### src/rtl/rv32i_encode_pkg.sv
// Shared definitions for the RV32I / vector-extension instruction encoder.
// Contents:
//   cls_idx_e  - bit position of each instruction class in the one-hot class vector
//   OP_*       - 7-bit major opcodes, in class order
//   fmt_e      - instruction word formats
//   state_e    - encoder FSM states
//   cls_opcode - maps a class index to its opcode
//   cls_fmt    - maps a class index to its format
// The class bit order and the opcodes match the core decoder, so a word this
// encoder writes decodes back to the class it was built from.
package rv32i_encode_pkg;

  typedef enum logic [3:0] {
    CLS_R          = 4'd0,
    CLS_I_ARITH    = 4'd1,
    CLS_I_LOAD     = 4'd2,
    CLS_STORE      = 4'd3,
    CLS_BRANCH     = 4'd4,
    CLS_JUMP       = 4'd5,
    CLS_I_JUMP     = 4'd6,
    CLS_U          = 4'd7,
    CLS_U_PC       = 4'd8,
    CLS_I_TRANSFER = 4'd9,
    CLS_VECTOR_R   = 4'd10,
    CLS_S2V        = 4'd11,
    CLS_V2S        = 4'd12,
    CLS_STORE_VEC  = 4'd13,
    CLS_LOAD_VEC   = 4'd14,
    CLS_VEC_ABS    = 4'd15
  } cls_idx_e;

  localparam logic [6:0] OP_R          = 7'd51;
  localparam logic [6:0] OP_I_ARITH    = 7'd19;
  localparam logic [6:0] OP_I_LOAD     = 7'd3;
  localparam logic [6:0] OP_STORE      = 7'd35;
  localparam logic [6:0] OP_BRANCH     = 7'd99;
  localparam logic [6:0] OP_JUMP       = 7'd111;
  localparam logic [6:0] OP_I_JUMP     = 7'd103;
  localparam logic [6:0] OP_U          = 7'd55;
  localparam logic [6:0] OP_U_PC       = 7'd23;
  localparam logic [6:0] OP_I_TRANSFER = 7'd115;
  localparam logic [6:0] OP_VECTOR_R   = 7'd120;
  localparam logic [6:0] OP_S2V        = 7'd121;
  localparam logic [6:0] OP_V2S        = 7'd122;
  localparam logic [6:0] OP_STORE_VEC  = 7'd123;
  localparam logic [6:0] OP_LOAD_VEC   = 7'd124;
  localparam logic [6:0] OP_VEC_ABS    = 7'd125;

  typedef enum logic [2:0] {
    FMT_R = 3'd0,
    FMT_I = 3'd1,
    FMT_S = 3'd2,
    FMT_B = 3'd3,
    FMT_J = 3'd4,
    FMT_U = 3'd5
  } fmt_e;

  typedef enum logic [1:0] {
    S_IDLE = 2'd0,
    S_ENC  = 2'd1,
    S_WR   = 2'd2
  } state_e;

  function automatic logic [6:0] cls_opcode(input cls_idx_e idx);
    case (idx)
      CLS_R:          return OP_R;
      CLS_I_ARITH:    return OP_I_ARITH;
      CLS_I_LOAD:     return OP_I_LOAD;
      CLS_STORE:      return OP_STORE;
      CLS_BRANCH:     return OP_BRANCH;
      CLS_JUMP:       return OP_JUMP;
      CLS_I_JUMP:     return OP_I_JUMP;
      CLS_U:          return OP_U;
      CLS_U_PC:       return OP_U_PC;
      CLS_I_TRANSFER: return OP_I_TRANSFER;
      CLS_VECTOR_R:   return OP_VECTOR_R;
      CLS_S2V:        return OP_S2V;
      CLS_V2S:        return OP_V2S;
      CLS_STORE_VEC:  return OP_STORE_VEC;
      CLS_LOAD_VEC:   return OP_LOAD_VEC;
      default:        return OP_VEC_ABS;
    endcase
  endfunction

  function automatic fmt_e cls_fmt(input cls_idx_e idx);
    case (idx)
      CLS_I_ARITH, CLS_I_LOAD, CLS_I_JUMP, CLS_I_TRANSFER, CLS_LOAD_VEC: return FMT_I;
      CLS_STORE, CLS_STORE_VEC:                                         return FMT_S;
      CLS_BRANCH:                                                       return FMT_B;
      CLS_JUMP:                                                         return FMT_J;
      CLS_U, CLS_U_PC:                                                  return FMT_U;
      default:                                                          return FMT_R;
    endcase
  endfunction

endpackage

### src/rtl/instr_pack_RV32I.sv
// Purely combinational packing of instruction fields into a 32-bit word.
// Ports:
//   fmt_i    - word format (R/I/S/B/J/U)
//   opcode_i - 7-bit major opcode
//   rd_i, rs1_i, rs2_i - register indices
//   funct3_i, funct7_i - function fields
//   imm_i    - immediate; byte-offset semantics for B and J
//   word_o   - packed instruction word
// Immediate bits that a format cannot carry are dropped here.
module instr_pack_RV32I
  import rv32i_encode_pkg::*;
(
  input  fmt_e        fmt_i,
  input  logic [6:0]  opcode_i,
  input  logic [4:0]  rd_i,
  input  logic [4:0]  rs1_i,
  input  logic [4:0]  rs2_i,
  input  logic [2:0]  funct3_i,
  input  logic [6:0]  funct7_i,
  input  logic [31:0] imm_i,
  output logic [31:0] word_o
);

  always_comb begin
    word_o = '0;
    case (fmt_i)
      FMT_R: word_o = {funct7_i, rs2_i, rs1_i, funct3_i, rd_i, opcode_i};
      FMT_I: word_o = {imm_i[11:0], rs1_i, funct3_i, rd_i, opcode_i};
      FMT_S: word_o = {imm_i[11:5], rs2_i, rs1_i, funct3_i, imm_i[4:0], opcode_i};
      FMT_B: word_o = {imm_i[12], imm_i[10:5], rs2_i, rs1_i, funct3_i,
                       imm_i[4:1], imm_i[11], opcode_i};
      FMT_J: word_o = {imm_i[20], imm_i[10:1], imm_i[11], imm_i[19:12], rd_i, opcode_i};
      FMT_U: word_o = {imm_i[31:12], rd_i, opcode_i};
      default: word_o = '0;
    endcase
  end

endmodule

### src/rtl/instruction_encoder_rv32i.sv
// Instruction encoder: accepts one instruction description per handshake,
// packs it into an RV32I / vector-extension word and writes it to the next
// sequential instruction-memory word address.
// Optional build macro: IMM_RANGE_CHECK_EN - when defined, immediates that do
// not fit the format's signed range (or violate alignment) set err and the
// word is not written; otherwise they are silently truncated.
// Ports:
//   clk, rst       - clock, synchronous active-high reset
//   start          - restart at BASE_ADDR, clear word_count and err, abort in-flight word
//   in_valid/in_ready - description handshake
//   in_class       - one-hot instruction class
//   in_rd/in_rs1/in_rs2/in_funct3/in_funct7/in_imm - instruction fields
//   mem_we/mem_addr/mem_wdata - single-cycle memory write port
//   word_count     - words written since start (saturates at DEPTH)
//   full           - word_count == DEPTH
//   err            - sticky bad-class (or bad-immediate) flag
module instruction_encoder_rv32i
  import rv32i_encode_pkg::*;
#(
  parameter int ADDR_W    = 10,
  parameter int DEPTH     = 1024,
  parameter int BASE_ADDR = 0
) (
  input  logic              clk,
  input  logic              rst,
  input  logic              start,
  input  logic              in_valid,
  output logic              in_ready,
  input  logic [15:0]       in_class,
  input  logic [4:0]        in_rd,
  input  logic [4:0]        in_rs1,
  input  logic [4:0]        in_rs2,
  input  logic [2:0]        in_funct3,
  input  logic [6:0]        in_funct7,
  input  logic [31:0]       in_imm,
  output logic              mem_we,
  output logic [ADDR_W-1:0] mem_addr,
  output logic [31:0]       mem_wdata,
  output logic [ADDR_W:0]   word_count,
  output logic              full,
  output logic              err
);

  localparam int                CNT_W     = ADDR_W + 1;
  localparam logic [ADDR_W-1:0] ADDR_BASE = ADDR_W'(BASE_ADDR);
  localparam logic [ADDR_W-1:0] ADDR_LAST = '1;
  localparam logic [CNT_W-1:0]  CNT_MAX   = CNT_W'(DEPTH);

  state_e state_q, state_d;

  logic [15:0]        cls_q;
  logic [4:0]         rd_q, rs1_q, rs2_q;
  logic [2:0]         f3_q;
  logic [6:0]         f7_q;
  logic signed [31:0] imm_q;

  logic [ADDR_W-1:0]  addr_q, addr_d;
  logic [CNT_W-1:0]   count_q, count_d;
  logic [31:0]        wdata_q, wdata_d;
  logic               err_q, err_d;

  logic               accept;
  cls_idx_e           cls_idx;
  fmt_e               enc_fmt;
  logic [6:0]         enc_op;
  logic [31:0]        enc_word;
  logic               cls_ok, imm_ok, enc_ok;

`ifdef IMM_RANGE_CHECK_EN
  function automatic logic imm_fits(input fmt_e f, input logic signed [31:0] v);
    case (f)
      FMT_I, FMT_S: return (v >= -2048) && (v <= 2047);
      FMT_B:        return !v[0] && (v >= -4096) && (v <= 4095);
      FMT_J:        return !v[0] && (v >= -1048576) && (v <= 1048575);
      FMT_U:        return (v[11:0] == 12'd0);
      default:      return 1'b1;
    endcase
  endfunction
`endif

  assign full     = (count_q == CNT_MAX);
  // start wins over a simultaneous handshake: the offered word is dropped.
  assign accept   = in_valid && in_ready && !start;

  // ---- stage p0: capture description on accept ----
  always_ff @(posedge clk) begin
    if (accept) begin
      cls_q <= in_class;
      rd_q  <= in_rd;
      rs1_q <= in_rs1;
      rs2_q <= in_rs2;
      f3_q  <= in_funct3;
      f7_q  <= in_funct7;
      imm_q <= in_imm;
    end
  end

  // ---- stage p1: class decode and word packing (ENC) ----
  always_comb begin
    cls_idx = CLS_R;
    for (int k = 0; k < 16; k++) begin
      if (cls_q[k]) cls_idx = cls_idx_e'(k);
    end
  end

  assign cls_ok  = $onehot(cls_q);
  assign enc_fmt = cls_fmt(cls_idx);
  assign enc_op  = cls_opcode(cls_idx);
`ifdef IMM_RANGE_CHECK_EN
  assign imm_ok  = imm_fits(enc_fmt, imm_q);
`else
  assign imm_ok  = 1'b1;
`endif
  assign enc_ok  = cls_ok && imm_ok;

  instr_pack_RV32I u_pack (
    .fmt_i    (enc_fmt),
    .opcode_i (enc_op),
    .rd_i     (rd_q),
    .rs1_i    (rs1_q),
    .rs2_i    (rs2_q),
    .funct3_i (f3_q),
    .funct7_i (f7_q),
    .imm_i    (imm_q),
    .word_o   (enc_word)
  );

  // FSM: state register
  always_ff @(posedge clk) begin
    if (rst) state_q <= S_IDLE;
    else     state_q <= state_d;
  end

  // FSM: next state
  always_comb begin
    state_d = state_q;
    case (state_q)
      S_IDLE:  if (accept) state_d = S_ENC;
      S_ENC:   state_d = (enc_ok && !start) ? S_WR : S_IDLE;
      S_WR:    state_d = S_IDLE;
      default: state_d = S_IDLE;
    endcase
    if (start) state_d = S_IDLE;
  end

  // FSM: outputs (rst and start both suppress the strobe in the same cycle)
  always_comb begin
    in_ready = (state_q == S_IDLE) && !full && !rst;
    mem_we   = (state_q == S_WR) && !start && !rst;
  end

  // ---- stage p2: write bookkeeping (WR) ----
  always_comb begin
    addr_d  = addr_q;
    count_d = count_q;
    wdata_d = wdata_q;
    err_d   = err_q;
    if (start) begin
      addr_d  = ADDR_BASE;
      count_d = '0;
      err_d   = 1'b0;
    end else begin
      case (state_q)
        S_ENC: begin
          if (enc_ok) wdata_d = enc_word;
          else        err_d   = 1'b1;
        end
        S_WR: begin
          addr_d = (addr_q == ADDR_LAST) ? '0 : addr_q + 1'b1;
          if (count_q != CNT_MAX) count_d = count_q + 1'b1;
        end
        default: ;
      endcase
    end
  end

  always_ff @(posedge clk) begin
    if (rst) begin
      addr_q  <= ADDR_BASE;
      count_q <= '0;
      wdata_q <= '0;
      err_q   <= 1'b0;
    end else begin
      addr_q  <= addr_d;
      count_q <= count_d;
      wdata_q <= wdata_d;
      err_q   <= err_d;
    end
  end

  assign mem_addr   = addr_q;
  assign mem_wdata  = wdata_q;
  assign word_count = count_q;
  assign err        = err_q;

endmodule
### config.mk
export PLATFORM = sky130hd
export DESIGN_NAME = instruction_encoder_rv32i
export DESIGN_NICKNAME = d
export VERILOG_FILES = /design/src/rtl/rv32i_encode_pkg.sv /design/src/rtl/instr_pack_RV32I.sv /design/src/rtl/instruction_encoder_rv32i.sv
export SDC_FILE = /design/constraint.sdc
export NUM_CORES = 1
export LEC_CHECK = 0
export CAP_MARGIN = 10
export CORE_MARGIN = 2
export CORE_UTILIZATION = 50
export CTS_CLUSTER_DIAMETER = 200
export DETAILED_ROUTE_END_ITERATION = 6
export PLACE_DENSITY = 0.89
export SKIP_CTS_REPAIR_TIMING = 1
export SLEW_MARGIN = 40
export SYNTH_ARGS = -nofsm -noshare
export SYNTH_HDL_FRONTEND = slang
export SYNTH_HIERARCHICAL = 1
export SYNTH_SLANG_ARGS = --single-unit
### constraint.sdc
create_clock -name clk -period 5.6 [get_ports clk]
set_input_delay 1.12 -clock clk [delete_from_list [all_inputs] [get_ports clk]]
set_output_delay 1.12 -clock clk [all_outputs]
set_load 0.02 [all_outputs]
Word-level counts from Yosys, hierarchy flattened:

Memory sizes are Yosys's and may differ from the RTL's.
Cells that the tools add are included.

* flip-flop bits (word level): 129
* memory bits (read-only): 160
* input port bits: 77
* output and inout bits: 57
* word-level logic and storage cells: 81
* memories: 2

Memories
* (no name shown): depth 16, width 7, rd ports 1, clocked after memory_dff 0, write ports 0, line rv32i_encode_pkg.sv:65 `case (idx)`
* (no name shown): depth 16, width 3, rd ports 1, clocked after memory_dff 0, write ports 0, line rv32i_encode_pkg.sv:86 `case (idx)`

* add/subtract/negate cells: 17
* equal/unequal tests: 12
* muxes and demuxes: 20
* bitwise gates (word level): 2
* reduce and logical (&&, ||, !) cells: 16

Operator list (count)
* one-hot mux 32 bit (6 select lines): 1
* 2-to-1 mux 4 bit: 14
* adder 1 x 1 -> 2 bit: 8
* adder 2 x 2 -> 3 bit: 4
* adder 11 x 1 -> 11 bit (second input constant): 1
* equality test 11 bit (second input constant): 1
* inequality test 11 bit (second input constant): 1
* adder 10 x 1 -> 10 bit (second input constant): 1
* equality test 10 bit (second input constant): 1
* 2-to-1 mux 10 bit: 1
* adder 3 x 3 -> 4 bit: 2
* logical AND 1 bit: 7
* equality test 3 x 2 -> 1 bit (second input constant): 2
* equality test 3 bit (second input constant): 2
* adder 4 x 4 -> 5 bit: 1
* equality test 5 x 1 -> 1 bit (second input constant): 1
* 2-to-1 mux 2 bit: 2
* one-hot mux 2 bit (2 select lines): 1
* AND reduction 2 bit: 2
* equality test 3 x 1 -> 1 bit (second input constant): 1
* logical NOT 1 bit: 3
* logical NOT 3 bit: 1
* AND reduction 3 bit: 1
* equality test 2 x 1 -> 1 bit (second input constant): 1
* other kinds (6): 7

Logic depth before layout (Yosys ltp):

Gate-level depths: netlist of run 1.
An unclocked memory read counts as a cell.

* word-level depth: 18
* depth in mapped cells: 15
* depth with buffers taken out: 14

By module:

Netlist of run 1, hierarchy kept.

By module, submodules not included
* instruction_encoder_rv32i: times used 1, cells an instance 446, area an instance 5226.3 sq um, sequential area each 3313.2 sq um
* instr_pack_RV32I: times used 1, cells an instance 96, area an instance 646.9 sq um, sequential area each 0.0 sq um

Worst setup path after synthesis of run 1:

OpenSTA, ideal clock, no wires.

* kind: input -> register
* from: input port rst
* to: register cls_q[0] (enable)
* setup time: 0.504 ns
* arrival: 4.611 ns
* required time: 5.096 ns
* slack: 0.484 ns
* stages on the path: 4
* cells stage by stage: clkbuf_1 nor2_1 nand2_1 nor2_1

* word-level cells in the longest chain between the ends: 4

Ends and longest elaborated chain
* start, declared: line instruction_encoder_rv32i.sv:25 `input logic rst,`
* logical NOT 1 bit: line instruction_encoder_rv32i.sv:148 `in_ready = (state_q == S_IDLE) && !full && !rst;`
* logical AND 1 bit: line instruction_encoder_rv32i.sv:148
* logical AND 1 bit (2 in series): line instruction_encoder_rv32i.sv:83 `assign accept = in_valid && in_ready && !start;`
* named net accept: line instruction_encoder_rv32i.sv:62 `logic accept;`
* end signal, assigned: line instruction_encoder_rv32i.sv:88 `cls_q <= in_class;`
* end, declared: line instruction_encoder_rv32i.sv:51 `logic [15:0] cls_q;`

The timed path passes the listed nets, and every way through them passes these cells.
A chain may end at the register's enable or synchronous reset.

Final worst setup path of run 1:

* from: register cls_q[9]
* to: register wdata_q[22], in the netlist mem_wdata[22]

* word-level cells in the longest chain between the ends: 10
* elaborated cells on any way between the ends: 21
* classes of those cells: add/sub: 4; eq/ne: 6; mux: 8; reduce/logical: 2; memory: 1

Ends and longest elaborated chain
* 2-to-1 mux 4 bit (7 in series): line instruction_encoder_rv32i.sv:102 `if (cls_q[k]) cls_idx = cls_idx_e'(k);`
* memory read (16 x 3 bit)
* equality test 3 bit, or another cell as far along: line instr_pack_RV32I.sv:26 `case (fmt_i)`
* one-hot mux 32 bit (6 select lines): line instr_pack_RV32I.sv:26
* end signal, assigned: line instruction_encoder_rv32i.sv:186 `wdata_q <= wdata_d;`
* end, declared: line instruction_encoder_rv32i.sv:59 `logic [31:0] wdata_q, wdata_d;`

Several ways; a longest one is shown, not always the timed one.

==> results of run 1 <==
report_power, final:
group	leakage [uW]	internal, uW	switching [uW]
Combinational	0.00139	109	105
Clock	0.000277	661	425
Sequential	0.00112	1020	11.2
Total	0.00279	1790	541
logic make-up (layout without fill, tap and decap cells):
| family | Yosys count | after routing | synth area share [%] |
|---|---|---|---|
| AO/OA/AOI/OAI | 107 | 107 | 11.9 |
| XOR/XNOR | 15 | 15 | 2.24 |
| adder cells (fa/ha/maj) | 23 | 23 | 6.18 |
| buffers and inverters | 60 | 209 | 4.90 |
| flip-flops | 129 | 129 | 56.4 |
| multiplexers | 17 | 17 | 2.92 |
| AND/OR/NAND/NOR | 191 | 191 | 15.4 |
metal layers:
layer	up-vias	global-route usage, %
li1	2185	-
met1	2163	26.3
met2	207	38.2
met3	36	6.80
met4	0	8.13
met5	-	0
Yosys cell counts (all sizes together), types with 2 or more instances:
| cell | n | area (um^2) |
|---|---|---|
| and2 | 8 | 50.1 |
| a32oi | 6 | 52.6 |
| nor2b | 3 | 18.8 |
| nor2 | 39 | 149 |
| edfxtp | 73 | 2190 |
| nand2b | 2 | 12.5 |
| o21a | 2 | 15.0 |
| a31o | 3 | 26.3 |
| dfxtp | 56 | 1120 |
| nand3 | 4 | 20.0 |
| or3 | 3 | 18.8 |
| a22o | 5 | 43.8 |
| o211ai | 2 | 15.0 |
| clkbuf | 8 | 30.0 |
| nor4b | 3 | 41.3 |
| or4 | 2 | 18.8 |
| xor2 | 6 | 52.6 |
| o21ai | 22 | 110 |
| ha | 13 | 163 |
| a211o | 6 | 52.6 |
| nand4 | 4 | 25.0 |
| nor4 | 5 | 31.3 |
| a31oi | 2 | 18.8 |
| o31ai | 3 | 22.5 |
| a21oi | 42 | 210 |
| and3 | 6 | 47.5 |
| nor3 | 10 | 50.1 |
| o2111ai | 2 | 23.8 |
| inv | 39 | 146 |
| buf | 13 | 111 |
| mux2i | 16 | 160 |
| nand2 | 94 | 353 |
| fa | 10 | 200 |
| xnor2 | 9 | 78.8 |
how the worst max path moves through the flow:
stage	from	slack [ps]	cells past startpoint	to
2_1_floorplan	rst	480	4	cls_q[0]
3_3_place_gp	cls_q[9]	1010	14	mem_wdata[10]
3_5_place_dp	cls_q[9]	780	14	mem_wdata[27]
4_1_cts	cls_q[9]	730	14	mem_wdata[22]
5_1_grt	cls_q[9]	470	14	mem_wdata[22]
6_report	cls_q[9]	720	14	mem_wdata[22]
cell type report:
type	instances	area, um^2	share of cell area (%)
clock buffers	18	429	5.45
well taps	143	179	2.27
flip-flops and latches	129	3310	42.0
repair buffers	138	1370	17.4
inverters	39	146	1.86
clock inverters	14	158	2.00
multi-input cells	353	2280	29.0
critical path: stages (launching register included):
cell      delay, ps
edfxtp_1        490
inv_1           110
fa_1            500
inv_1            50
fa_1            480
fa_1            510
inv_1            50
fa_1            470
inv_1            40
ha_1            220
fa_1            500
nor4b_4         380
o2111a_2        670
nand2_1         150
a21oi_1         170
state kept, by name, summed over array words and instances (netlist names):
register    flops
f3_q            3
imm_q          32
rs2_q           5
cls_q          16
rd_q            5
err             1
f7_q            7
mem_wdata      32
state_q         2
rs1_q           5
mem_addr       10
word_count     11
stage by stage:
| stage | worst slack, ps | power, uW | std cells |
|---|---|---|---|
| 6_report | 718 | 2330 | 834 |
| 3_5_place_dp | 778 | 1260 | 802 |
| 3_3_place_gp | 1010 | 1250 | 802 |
| 4_1_cts | 728 | 2350 | 834 |
| 5_1_grt | 471 | 2410 | 834 |
| 2_1_floorplan | 484 | 1170 | 542 |
==> metrics.md, run 1 <==
| Metric | Value |
|---|---|
| Share of layout cells above drive strength 1 | 7.67% |
| CTS Sinks | 129 |
| Setup repair after global routing missed its margin | no |
| CP endpoint kind | flop |
| Largest net degree at the start of global routing | 74 |
| Via Count | 4,591 |
| # diodes | 0 |
| R2R cell count | 14 |
| Fill count | 808 |
| Clock root cell | clkbuf_16 |
| Synth Register Bits | 129 |
| Fmax | 205 MHz |
| VDD IR-drop max | 0.000275 V |
| Worst Hold Class | reg2reg |
| Nets | 778 |
| Average cell area after synthesis | 10.8 um^2 |
| H-Tree Depth | 4 |
| Crit path required time | 5940 ps |
| Status | finished clean |
| Placer Congestion | 0.948 |
| Syn Inst Count | 542 |
| Global route overflow | 0 |
| Met3 wire len | 963 um |
| Clk buf depth | 2 |
| Routed WL | 13,700 um |
| Fin crit period | 4880 ps |
| Final period utilization | 87.2% |
| Mapped Nets | 642 |
| Max Used Layer | met4 |
| Post-Syn Area | 0.00587 mm^2 |
| Final hold slack | 453 ps |
| Worst-Skew Late Latency | 410 ps |
| CTS Buf Count | 17 |
| Initial Utilization | 51.4% |
| Final core utilization | 69.0% |
| Initial antenna violation count | 0 |
| Design area | 0.00788 mm^2 |
| DIE WIDTH | 112 um |
| Main flop type after synthesis | edfxtp_1 |
| Core ar. | 0.0114 mm^2 |
| Row count | 39 |
| Slew Viols, Final | 0 |
| Pwr dens | 296 mW/mm^2 |
| Max-slew headroom | 54.6% |
| FF-to-FF setup slack | 720 ps |
| Least-Margin Pin Slew | 675 ps |
| CP arrival | 5220 ps |
| Buffers on Ports | 133 |
| Asr flop ratio synth | 0% |
| Area after DPL | 0.00729 mm^2 |
| Leakage | 0.00279 uW |
| Distinct cells, synth | 64 |
| Via density | 5.50 |
| Layout area overhead | 34.2% |
| Max_cap viols | 0 |
| Drt drc | 0 |
| Syn. warnings | 6 |
| EDFF count, synth | 73 |
| Hold_sp | mem_wdata[6] |
| Clk slew on worst S/H paths | 60 ps |
| Total GRT Usage | 22.2% |
| Most frequent cells in the layout | clkdlybuf4s50_1 (133), nand2_1 (94), edfxtp_1 (73) |
| Sequential area share after synthesis | 56.4% |
| CTS tree | built |
| R2R Path Start | cls_q[9] |
| Vias in the first global route | 4,707 |
| Endpoints failing hold | 0 |
| Vert. Die Dim | 112 um |
| Commonest non-fill, non-tap cell in the layout | clkdlybuf4s50_1 |
| Drt pass-1 iters | 5 |
| Wirelength per Cell | 16.4 um |
| Hold path depth | 2 |
| Clk_skew | 8.16 ps |
| Global-route wire length before repair | 22,300 um |
| Hpwl dp | 9320 um |
| Setup crit start kind | flop |
| Routed Antenna Nets | 0 |
| Worst r2r dst | mem_wdata[22] |
| Setup TNS | 0 ps |
| M1 WL | 5400 um |
| DIE AREA | 0.0126 mm^2 |
| Count of final setup violators | 0 |
| WS Path Type | reg2reg |
| DR iter-0 viols | 418 |
| Worst Hold Path EP | mem_wdata[6] |
| Met2 Routed Length | 7000 um |
| I/O pins | 134 |
| CP Max Fanout | 32 |
No activity file was read; power rests on OpenSTA's default activity.
==> run 2, diff against run 1 <==
--- a/config.mk
+++ b/config.mk
@@ -7,2 +7,3 @@
 export LEC_CHECK = 0
+export ABC_AREA = 0
 export CAP_MARGIN = 10
--- a/constraint.sdc
+++ b/constraint.sdc
@@ -3,2 +3,2 @@
 set_output_delay 1.12 -clock clk [all_outputs]
-set_load 0.02 [all_outputs]
+set_load 0.01 [all_outputs]
==> results of run 2 <==
Same layout as run 1 (identical final DEF). Status: finished clean.
